<file path="config.mk">
export PLATFORM = sky130hd
export DESIGN_NAME = ccff_chain_loader_flat
export DESIGN_NICKNAME = d
export VERILOG_FILES = /design/src/rtl/ccff_chain_loader_if.sv /design/src/rtl/ccff_chain_loader.sv /design/src/flat_wrapper.sv
export SDC_FILE = /design/constraint.sdc
export NUM_CORES = 1
export LEC_CHECK = 0
export CAP_MARGIN = 20
export CELL_PAD_IN_SITES_DETAIL_PLACEMENT = 1
export CELL_PAD_IN_SITES_GLOBAL_PLACEMENT = 1
export CORE_AREA = 10 10 108 110
export DETAILED_ROUTE_END_ITERATION = 16
export DIE_AREA = 0 0 118 120
export PLACE_DENSITY_LB_ADDON = 0.1
export REMOVE_ABC_BUFFERS = 1
export SYNTH_ARGS = -nofsm -noshare
export SYNTH_HDL_FRONTEND = slang
export SYNTH_SLANG_ARGS = --single-unit
export TNS_END_PERCENT = 50
</file>
<file path="constraint.sdc">
create_clock -name prog_clk -period 1.6 [get_ports prog_clk]
set_input_delay 0.48 -clock prog_clk [delete_from_list [all_inputs] [get_ports prog_clk]]
set_output_delay 0.48 -clock prog_clk [all_outputs]
set_load 0.01 [all_outputs]
</file>
<file path="src/rtl/ccff_chain_loader_if.sv">
// Bitstream word stream into the CCFF chain loader (valid/ready, MSB shifted first).
interface ccff_chain_loader_if #(
  parameter int unsigned DATA_W = 8
);
  logic              in_valid;
  logic              in_ready;
  logic [DATA_W-1:0] in_data;

  modport master (
    output in_valid,
    output in_data,
    input  in_ready
  );

  modport slave (
    input  in_valid,
    input  in_data,
    output in_ready
  );
endinterface

</file>
<file path="src/rtl/ccff_chain_loader.sv">
// Serial configuration-chain loader: fetches bitstream words, shifts exactly CHAIN_LEN bits into
// ccff_head, then optionally recirculates the chain once and compares CRC-16-CCITT signatures.
module ccff_chain_loader #(
  parameter int unsigned CHAIN_LEN = 1024,
  parameter int unsigned DATA_W    = 8,
  parameter bit          VERIFY_EN = 1'b1
) (
  input  logic                prog_clk,
  input  logic                prog_reset_n,
  input  logic                start,
  input  logic                abort,
  ccff_chain_loader_if.slave  bs,
  output logic                ccff_head,
  output logic                ccff_shift_en,
  input  logic                ccff_tail,
  output logic                busy,
  output logic                done,
  output logic                crc_ok
);

  localparam int unsigned CntW  = $clog2(CHAIN_LEN);
  localparam int unsigned WordW = $clog2(DATA_W);
  localparam logic [CntW-1:0]  LastBit     = CntW'(CHAIN_LEN - 1);
  localparam logic [WordW-1:0] LastWordBit = WordW'(DATA_W - 1);
  localparam logic [15:0]      CrcInit     = 16'hFFFF;
  localparam logic [15:0]      CrcPoly     = 16'h1021;

  typedef enum logic [2:0] {StIdle, StFetch, StShift, StVerify, StDone} state_e;

  state_e            state_q, state_d;
  logic [DATA_W-1:0] sreg_q;
  logic [CntW-1:0]   bit_cnt_q;
  logic [WordW-1:0]  word_cnt_q;
  logic [15:0]       crc_l_q, crc_v_q, crc_v_next;
  logic              in_ready_q, shift_en_q, busy_q, done_q, crc_ok_q;
  logic              last_bit, last_word_bit;

  function automatic logic [15:0] crc16_step(input logic [15:0] crc, input logic din);
    logic fb;
    fb = crc[15] ^ din;
    return {crc[14:0], 1'b0} ^ (fb ? CrcPoly : 16'h0000);
  endfunction

  assign last_bit      = (bit_cnt_q == LastBit);
  assign last_word_bit = (word_cnt_q == LastWordBit);
  assign crc_v_next    = crc16_step(crc_v_q, ccff_tail);

  always_comb begin
    state_d = state_q;
    if (abort) begin
      state_d = StIdle;
    end else begin
      unique case (state_q)
        StIdle, StDone: if (start) state_d = StFetch;
        StFetch:        if (bs.in_valid) state_d = StShift;
        StShift: begin
          if (last_bit) begin
            state_d = VERIFY_EN ? StVerify : StDone;
          end else if (last_word_bit) begin
            state_d = StFetch;
          end
        end
        StVerify:       if (last_bit) state_d = StDone;
        default:        state_d = StIdle;
      endcase
    end
  end

  // Head is combinational so the recirculate path is a straight wire from tail in VERIFY.
  always_comb begin
    ccff_head = 1'b0;
    case (state_q)
      StShift:  ccff_head = sreg_q[DATA_W-1];
      StVerify: ccff_head = ccff_tail;
      default:  ccff_head = 1'b0;
    endcase
  end

  always_ff @(posedge prog_clk or negedge prog_reset_n) begin
    if (!prog_reset_n) begin
      state_q    <= StIdle;
      sreg_q     <= '0;
      bit_cnt_q  <= '0;
      word_cnt_q <= '0;
      crc_l_q    <= CrcInit;
      crc_v_q    <= CrcInit;
      in_ready_q <= 1'b0;
      shift_en_q <= 1'b0;
      busy_q     <= 1'b0;
      done_q     <= 1'b0;
      crc_ok_q   <= 1'b0;
    end else begin
      state_q    <= state_d;
      // Output flags follow the next state so they line up with state_q without a decode stage.
      in_ready_q <= (state_d == StFetch);
      shift_en_q <= (state_d == StShift) || (state_d == StVerify);
      busy_q     <= (state_d == StFetch) || (state_d == StShift) || (state_d == StVerify);
      done_q     <= (state_d == StDone);
      if (abort) begin
        bit_cnt_q <= '0;
        crc_ok_q  <= 1'b0;
      end else begin
        unique case (state_q)
          StIdle, StDone: begin
            if (start) begin
              bit_cnt_q <= '0;
              crc_l_q   <= CrcInit;
              crc_v_q   <= CrcInit;
              crc_ok_q  <= 1'b0;
            end
          end
          StFetch: begin
            if (bs.in_valid) begin
              sreg_q     <= bs.in_data;
              word_cnt_q <= '0;
            end
          end
          StShift: begin
            sreg_q     <= sreg_q << 1;
            word_cnt_q <= word_cnt_q + 1'b1;
            crc_l_q    <= crc16_step(crc_l_q, sreg_q[DATA_W-1]);
            if (last_bit) begin
              bit_cnt_q <= '0;
              if (!VERIFY_EN) crc_ok_q <= 1'b1;
            end else begin
              bit_cnt_q <= bit_cnt_q + 1'b1;
            end
          end
          StVerify: begin
            crc_v_q <= crc_v_next;
            if (last_bit) begin
              bit_cnt_q <= '0;
              // Compare including the final recirculated bit.
              crc_ok_q  <= (crc_v_next == crc_l_q);
            end else begin
              bit_cnt_q <= bit_cnt_q + 1'b1;
            end
          end
          default: ;
        endcase
      end
    end
  end

  assign bs.in_ready   = in_ready_q;
  assign ccff_shift_en = shift_en_q;
  assign busy          = busy_q;
  assign done          = done_q;
  assign crc_ok        = crc_ok_q;

endmodule

</file>
<file path="src/flat_wrapper.sv">
// flat-port wrapper written by rule: the top's interface ports become plain ports
module ccff_chain_loader_flat 
#(
  parameter int unsigned CHAIN_LEN = 1024,
  parameter int unsigned DATA_W    = 8,
  parameter bit          VERIFY_EN = 1'b1
)
  (prog_clk, prog_reset_n, start, abort, ccff_head, ccff_shift_en, ccff_tail, busy, done, crc_ok, bs_in_valid, bs_in_data, bs_in_ready);
  ccff_chain_loader_if #(.DATA_W(DATA_W)) bs_i ();
  input  logic prog_clk;
  input  logic prog_reset_n;
  input  logic start;
  input  logic abort;
  output logic ccff_head;
  output logic ccff_shift_en;
  input  logic ccff_tail;
  output logic busy;
  output logic done;
  output logic crc_ok;
  input wire logic [$bits(bs_i.in_valid)-1:0] bs_in_valid;
  input wire logic [$bits(bs_i.in_data)-1:0] bs_in_data;
  output wire logic [$bits(bs_i.in_ready)-1:0] bs_in_ready;
  assign bs_i.in_valid = bs_in_valid;
  assign bs_i.in_data = bs_in_data;
  assign bs_in_ready = bs_i.in_ready;
  ccff_chain_loader #(.CHAIN_LEN(CHAIN_LEN), .DATA_W(DATA_W), .VERIFY_EN(VERIFY_EN)) u_core (.prog_clk(prog_clk), .prog_reset_n(prog_reset_n), .start(start), .abort(abort), .bs(bs_i), .ccff_head(ccff_head), .ccff_shift_en(ccff_shift_en), .ccff_tail(ccff_tail), .busy(busy), .done(done), .crc_ok(crc_ok));
endmodule
</file>
# Word level (Yosys, flattened, before mapping)
# Cells that the tools add are included.
# op_classes
n_bitwise	5
n_reduce_logical	16
n_eq_ne	15
mux	25
n_addsub	2
# ops
cell	count
$pmux 16 s2	2
$xor 16x16->16	2
$mux 10	3
$mux 13	2
$mux 3	7
$pmux 10 s2	1
$eq 16x16->1	1
$mux 16	1
$pmux 8 s2	1
$eq 3x2->1 const B	4
$pmux 3 s4	1
$reduce_and 3->1	4
$add 10x1->10 const B	1
$eq 10x10->1 const B	1
$eq 3x3->1 const B	3
$mux 8	1
$eq 3x1->1 const B	2
$pmux 3 s2	1
$reduce_bool 2->1	3
$reduce_bool 3->1	2
$ne 2x2->1 const B	2
$pmux 1 s2	2
$reduce_or 2->1	2
$add 3x1->3 const B	1
8 further kinds	13
# totals
wordCells	74
output_inout_bits	6
ff_bits	61

# Logic depth before layout (Yosys ltp)
# Gate-level depths: netlist (run 1).
# depth
depth_word	8
ltp_mapped	8
mapped_depth_nobuf	6

# Worst setup path before layout (run 1)
# Ideal clock, no wire load.
# synth_path
path_type	register to register
start	reg u_core.bit_cnt_q[0]
end	reg u_core.in_ready_q, in the netlist u_core.bs.in_ready
stages_incl_launch_ff	7
setup_slack_ns	-0.040
arrival_time_ns	1.552
synth_period_minus_slack_ns	1.640
required_time_ns	1.512
path_buffers	1
setup_time_ns	0.088
cell_sequence	dfrtp_1 > ha_1 > and3_1 > buf_2 > and4_1 > a211oi_2 > nor3b_1
# synth_via
elab_chain_len	5
elab_cells_between_ends	6
cone_classes	2 x eq/ne; 4 x mux
# synth_rtl
item	line	rtl
start: declaration	ccff_chain_loader.sv:32	logic [CntW-1:0] bit_cnt_q;
start signal: assignment	ccff_chain_loader.sv:126	bit_cnt_q <= bit_cnt_q + 1'b1;
start signal: assignment	ccff_chain_loader.sv:136	bit_cnt_q <= bit_cnt_q + 1'b1;
$eq 10x10->1 (*)	ccff_chain_loader.sv:44	assign last_bit = (bit_cnt_q == LastBit);
$mux 3, on equally long branches	ccff_chain_loader.sv:63, ccff_chain_loader.sv:57	
$pmux 3 s4 (*)	ccff_chain_loader.sv:53	unique case (state_q)
$mux 3 (*)	ccff_chain_loader.sv:50	if (abort) begin
$eq 3x1->1 (*)	ccff_chain_loader.sv:95	in_ready_q <= (state_d == StFetch);
end signal: assignment	ccff_chain_loader.sv:95	
end: declaration	ccff_chain_loader.sv:35	logic in_ready_q, shift_en_q, busy_q, done_q, crc_ok_q;
# Mark *: on every way between the ends. The rest lies on a longest branch, timed or not.
# A chain may end at the register's enable or synchronous reset.

# Worst setup path in the final report (run 1)
# layout_path
start	reg u_core.state_q[2]
end	out ccff_head
# layout_via
elab_chain_len	2
elab_cells_between_ends	3
cone_classes	2 x eq/ne; 1 x mux
# layout_rtl
item	line	rtl
start: declaration	ccff_chain_loader.sv:30	state_e state_q, state_d;
start signal: assignment	ccff_chain_loader.sv:81	state_q <= StIdle;
start signal: assignment	ccff_chain_loader.sv:93	state_q <= state_d;
$eq 3x2->1	ccff_chain_loader.sv:72	case (state_q)
$pmux 1 s2 (*)	ccff_chain_loader.sv:72	
end: declaration	flat_wrapper.sv:14	output logic ccff_head;
# Marks and branches as above.

==> results.sh, run 1 <==
export IMPL_drive_gt1_frac=0.372
export IMPL_synthDistinctLibCells=52
export IMPL_timing_hold_violations_final=0
export IMPL_pwr_density_cell_mw_per_mm2=947
export IMPL_area_growth_pct=35.3
export IMPL_io_buffer_count=19
export IMPL_wl_met3_um=170
export IMPL_fmax_mhz=540
export IMPL_yosysSeqAreaShare=0.520
export IMPL_grt_pass1_wl_um=13400
export IMPL_setup_viol=39
export IMPL_met2WireLength_um=3840
export IMPL_synth_edf_count=0
export IMPL_n_antenna_cell=0
export IMPL_die_y_um=120
export IMPL_syn_area_mm2=0.00301
export IMPL_reg2reg_setup_slack_ns=-0.18
export IMPL_drtIter0Drc=116
export IMPL_fillCellCount=1069
export IMPL_reg2reg_from="u_core.state_q[0]"
export IMPL_setup_worst_path_end_class="output pin"
export IMPL_final_antenna_net_count=0
export IMPL_dieArea_mm2=0.0142
export IMPL_num_io_pins=20
export IMPL_clk_latency_ns=0.33
export IMPL_htreeDepth=3
export IMPL_maxSlewViolCount=0
export IMPL_grt_setup_unrepaired="yes"
export IMPL_nNetsFinal=359
export IMPL_hold_class="in -> async"
export IMPL_grt_max_degree=62
export IMPL_finalHoldWorstSlack_ns=0.126
export IMPL_critPathLaunch="u_core.state_q[2]"
export IMPL_cts_buffer_depth=2
export IMPL_worst_pin_slew_ns=0.370
export IMPL_drt_met1_wl_um=3830
export IMPL_dpl_hpwl_um=5390
export IMPL_cts_tree="yes"
export IMPL_row_count=36
export IMPL_overflow=0
export IMPL_dp_worst_setup_slack_ns=-0.556
export IMPL_fin_skew_ns=0.00841
export IMPL_worstReg2RegEnd="u_core.bit_cnt_q[6]"
export IMPL_period_minus_slack_ns=1.85
export IMPL_routedWlPerCell_um=16.6
export IMPL_synth_top_area_share=0.279
export IMPL_routed_wl_um=7950
export IMPL_finalPower_mw=3.86
export IMPL_max_slew_margin=0.752
export IMPL_fin_crit_sh=1.16
export IMPL_critical_path_class="reg -> out"
export IMPL_place_congestion=0.764
export IMPL_die_w_um=118
export IMPL_grt_pass1_vias=2533
export IMPL_leakage_nw=1.60
export IMPL_cts_sinks=61
export IMPL_ir_drop_uv=425
export IMPL_r2r_cells=8
export IMPL_cts_buffers=9
export IMPL_async_flop_share=1.00
export IMPL_crit_fanout=3
export IMPL_vias=2347
export IMPL_start_kind="register"
export IMPL_dr_max_layer_used="met4"
export IMPL_antenna_found_initial=0
export IMPL_post_route_drc_count=0
export IMPL_dr_pass1_iters=4
export IMPL_grt_usage=0.117
export IMPL_violations="setup timing"
export IMPL_postPlaceCellArea_mm2=0.00355
export IMPL_cts_clk_slew_worst_paths_ns=0.07
export IMPL_synth_cells=288
export IMPL_maxCapViolCount=0
export IMPL_yosysWarnings=0
export IMPL_yosysTopAreaCell="dfstp_2"
export IMPL_final_cell_area_mm2=0.00407
export IMPL_layout_setup_ws_ns=-0.251
export IMPL_fp_coreArea_mm2=0.00955
export IMPL_cts_root_buf="clkbuf_8"
export IMPL_required_ns=1.12
export IMPL_outcome="finished with violations"
export IMPL_initial_core_util=0.315
export IMPL_postSynthAreaPerCell_um2=10.5
export IMPL_netlist_top_cells_area="dfstp_2 28%, dfrtp_1 24%, nor2_1 5.7%"
export IMPL_arrival_ns=1.37
export IMPL_viasPerCell=4.89
export IMPL_ys_seq_elements=61
export IMPL_synth_ff_type="dfstp_2"
[cells in the mapped netlist, types with 2 or more instances]
master	number
dfrtp_1	29
o31ai_1	2
nand2b_1	3
nor4_1	3
nor2b_1	2
buf_2	10
nor3_1	16
nand3_1	6
o21ai_0	7
nor2_1	46
clkbuf_2	2
ha_1	3
a31oi_1	2
or3b_1	2
buf_4	3
mux2i_1	7
a211o_1	2
dfstp_2	32
and3_1	3
o22a_1	13
nor3b_1	2
o21ai_1	10
nand2_1	12
clkbuf_1	2
a211oi_2	2
and4_1	3
xnor2_1	6
nor4b_1	2
a21oi_1	9
nand3b_1	2
nand4_1	2
xor2_1	18
o311ai_1	3
a22o_1	4
[per-stage QoR]
step / instances / utilization / setup TNS (ns)
floorplan: 269 / - / -15.91
global placement: 456 / 0.372 / -21.18
detailed placement: 456 / 0.372 / -22.77
CTS: 479 / 0.414 / -4.00
global route: 480 / 0.427 / -8.16
finish: 480 / 0.427 / -4.21
[metal layers]
layer / vias to the layer above / GRT usage
met4: 0 / 0.0440
met1: 1179 / 0.154
met2: 29 / 0.187
met3: 11 / 0.0244
met5: - / 0
li1: 1128 / -
[area by class of cell]
cell class | count | area, µm² | share of cell area
multi-input combinational | 207 | 1530 | 0.375
inverter | 1 | 3.75 | 0.000921
clock inverter | 4 | 47.5 | 0.0117
sequential | 61 | 1570 | 0.385
clock buffer | 12 | 145 | 0.0356
timing repair buffer | 62 | 616 | 0.151
tap | 133 | 166 | 0.0408
[how the worst max path moves through the flow]
stage	slack [ns]	endpoint	cells past startpoint
2_1_floorplan	-0.75	ccff_head	2
3_3_place_gp	-0.51	ccff_head	3
3_5_place_dp	-0.56	ccff_head	3
4_1_cts	-0.26	ccff_head	3
5_1_grt	-0.31	ccff_head	3
6_report	-0.25	ccff_head	3
[sequential cells by signal (all words and copies together) (netlist names)]
signal                cells
u_core.ccff_shift_en      1
u_core.sreg_q             8
u_core.state_q            3
u_core.crc_l_q           16
u_core.crc_v_q           16
u_core.done               1
u_core.bs.in_ready        1
u_core.bit_cnt_q         10
u_core.crc_ok             1
u_core.word_cnt_q         3
u_core.busy               1
[logic make-up (layout without fill, tap and decap cells)]
kind of cell	count (synthesis)	count (layout)	share of synthesized area
AND/OR/NAND/NOR	114	114	0.197
AO/OA/AOI/OAI	58	58	0.138
buffers and inverters	20	79	0.0362
multiplexers	8	8	0.0270
adder cells (fa/ha/maj)	3	3	0.0125
flip-flops	61	61	0.520
XOR/XNOR	24	24	0.0698
[placed cells by master, fill, tap and decap left out, types with 2 or more instances in the layout]
master	netlist	layout
o21ai_0	7	2
nand3b_1	2	2
nand2b_1	3	2
buf_12	0	4
xnor2_1	6	6
nand2_2	1	4
a21oi_1	9	7
or3b_1	2	2
nand4_1	2	2
clkbuf_1	2	2
nor4b_1	2	2
nor2_1	46	44
clkdlybuf4s50_1	0	10
dlygate4sd2_1	0	7
buf_6	1	9
clkinv_2	0	2
dfrtp_1	29	28
a21oi_2	0	2
nor2_2	0	2
nor3_1	16	16
buf_8	0	2
buf_4	3	28
xor2_1	18	18
o21ai_2	0	3
and3_1	3	2
nand2_1	12	8
and4_1	3	2
o311ai_4	0	2
clkbuf_8	0	10
ha_1	3	2
o21ai_1	10	12
dfstp_2	32	32
nor4_1	3	2
o22a_1	13	13
mux2i_1	7	7
nand3_1	6	6
a22o_1	4	4
[power by group]
group	total, mW	switching, mW	leakage (nW)	internal (mW)
clock	1.37	0.608	0.0964	0.758
combinational	0.693	0.341	0.780	0.353
sequential	1.80	0.100	0.724	1.70
[what timing repair did]
item,in CTS,in global routing
endpoints found under the setup margin,50,48
hold buffers,0,0
buffers inserted,7,1
pin swaps,11,25
cloned,1,0
resized for setup,39,27
[critical path: stages (launching register included)]
cell,delay (ns)
dfrtp_1,0.44
and3b_2,0.25
a22o_1,0.23
buf_6,0.12
Note: power is estimated with default switching activity, not from simulation.
==> run 2, diff against run 1 <==
--- a/config.mk
+++ b/config.mk
@@ -11,6 +11,7 @@
 export CORE_AREA = 10 10 108 110
 export DETAILED_ROUTE_END_ITERATION = 16
 export DIE_AREA = 0 0 118 120
+export HOLD_SLACK_MARGIN = 0.12
 export PLACE_DENSITY_LB_ADDON = 0.1
 export REMOVE_ABC_BUFFERS = 1
 export SYNTH_ARGS = -nofsm -noshare
==> results of run 2 <==
The final DEF is identical to that of run 1; final timing and power are the same.
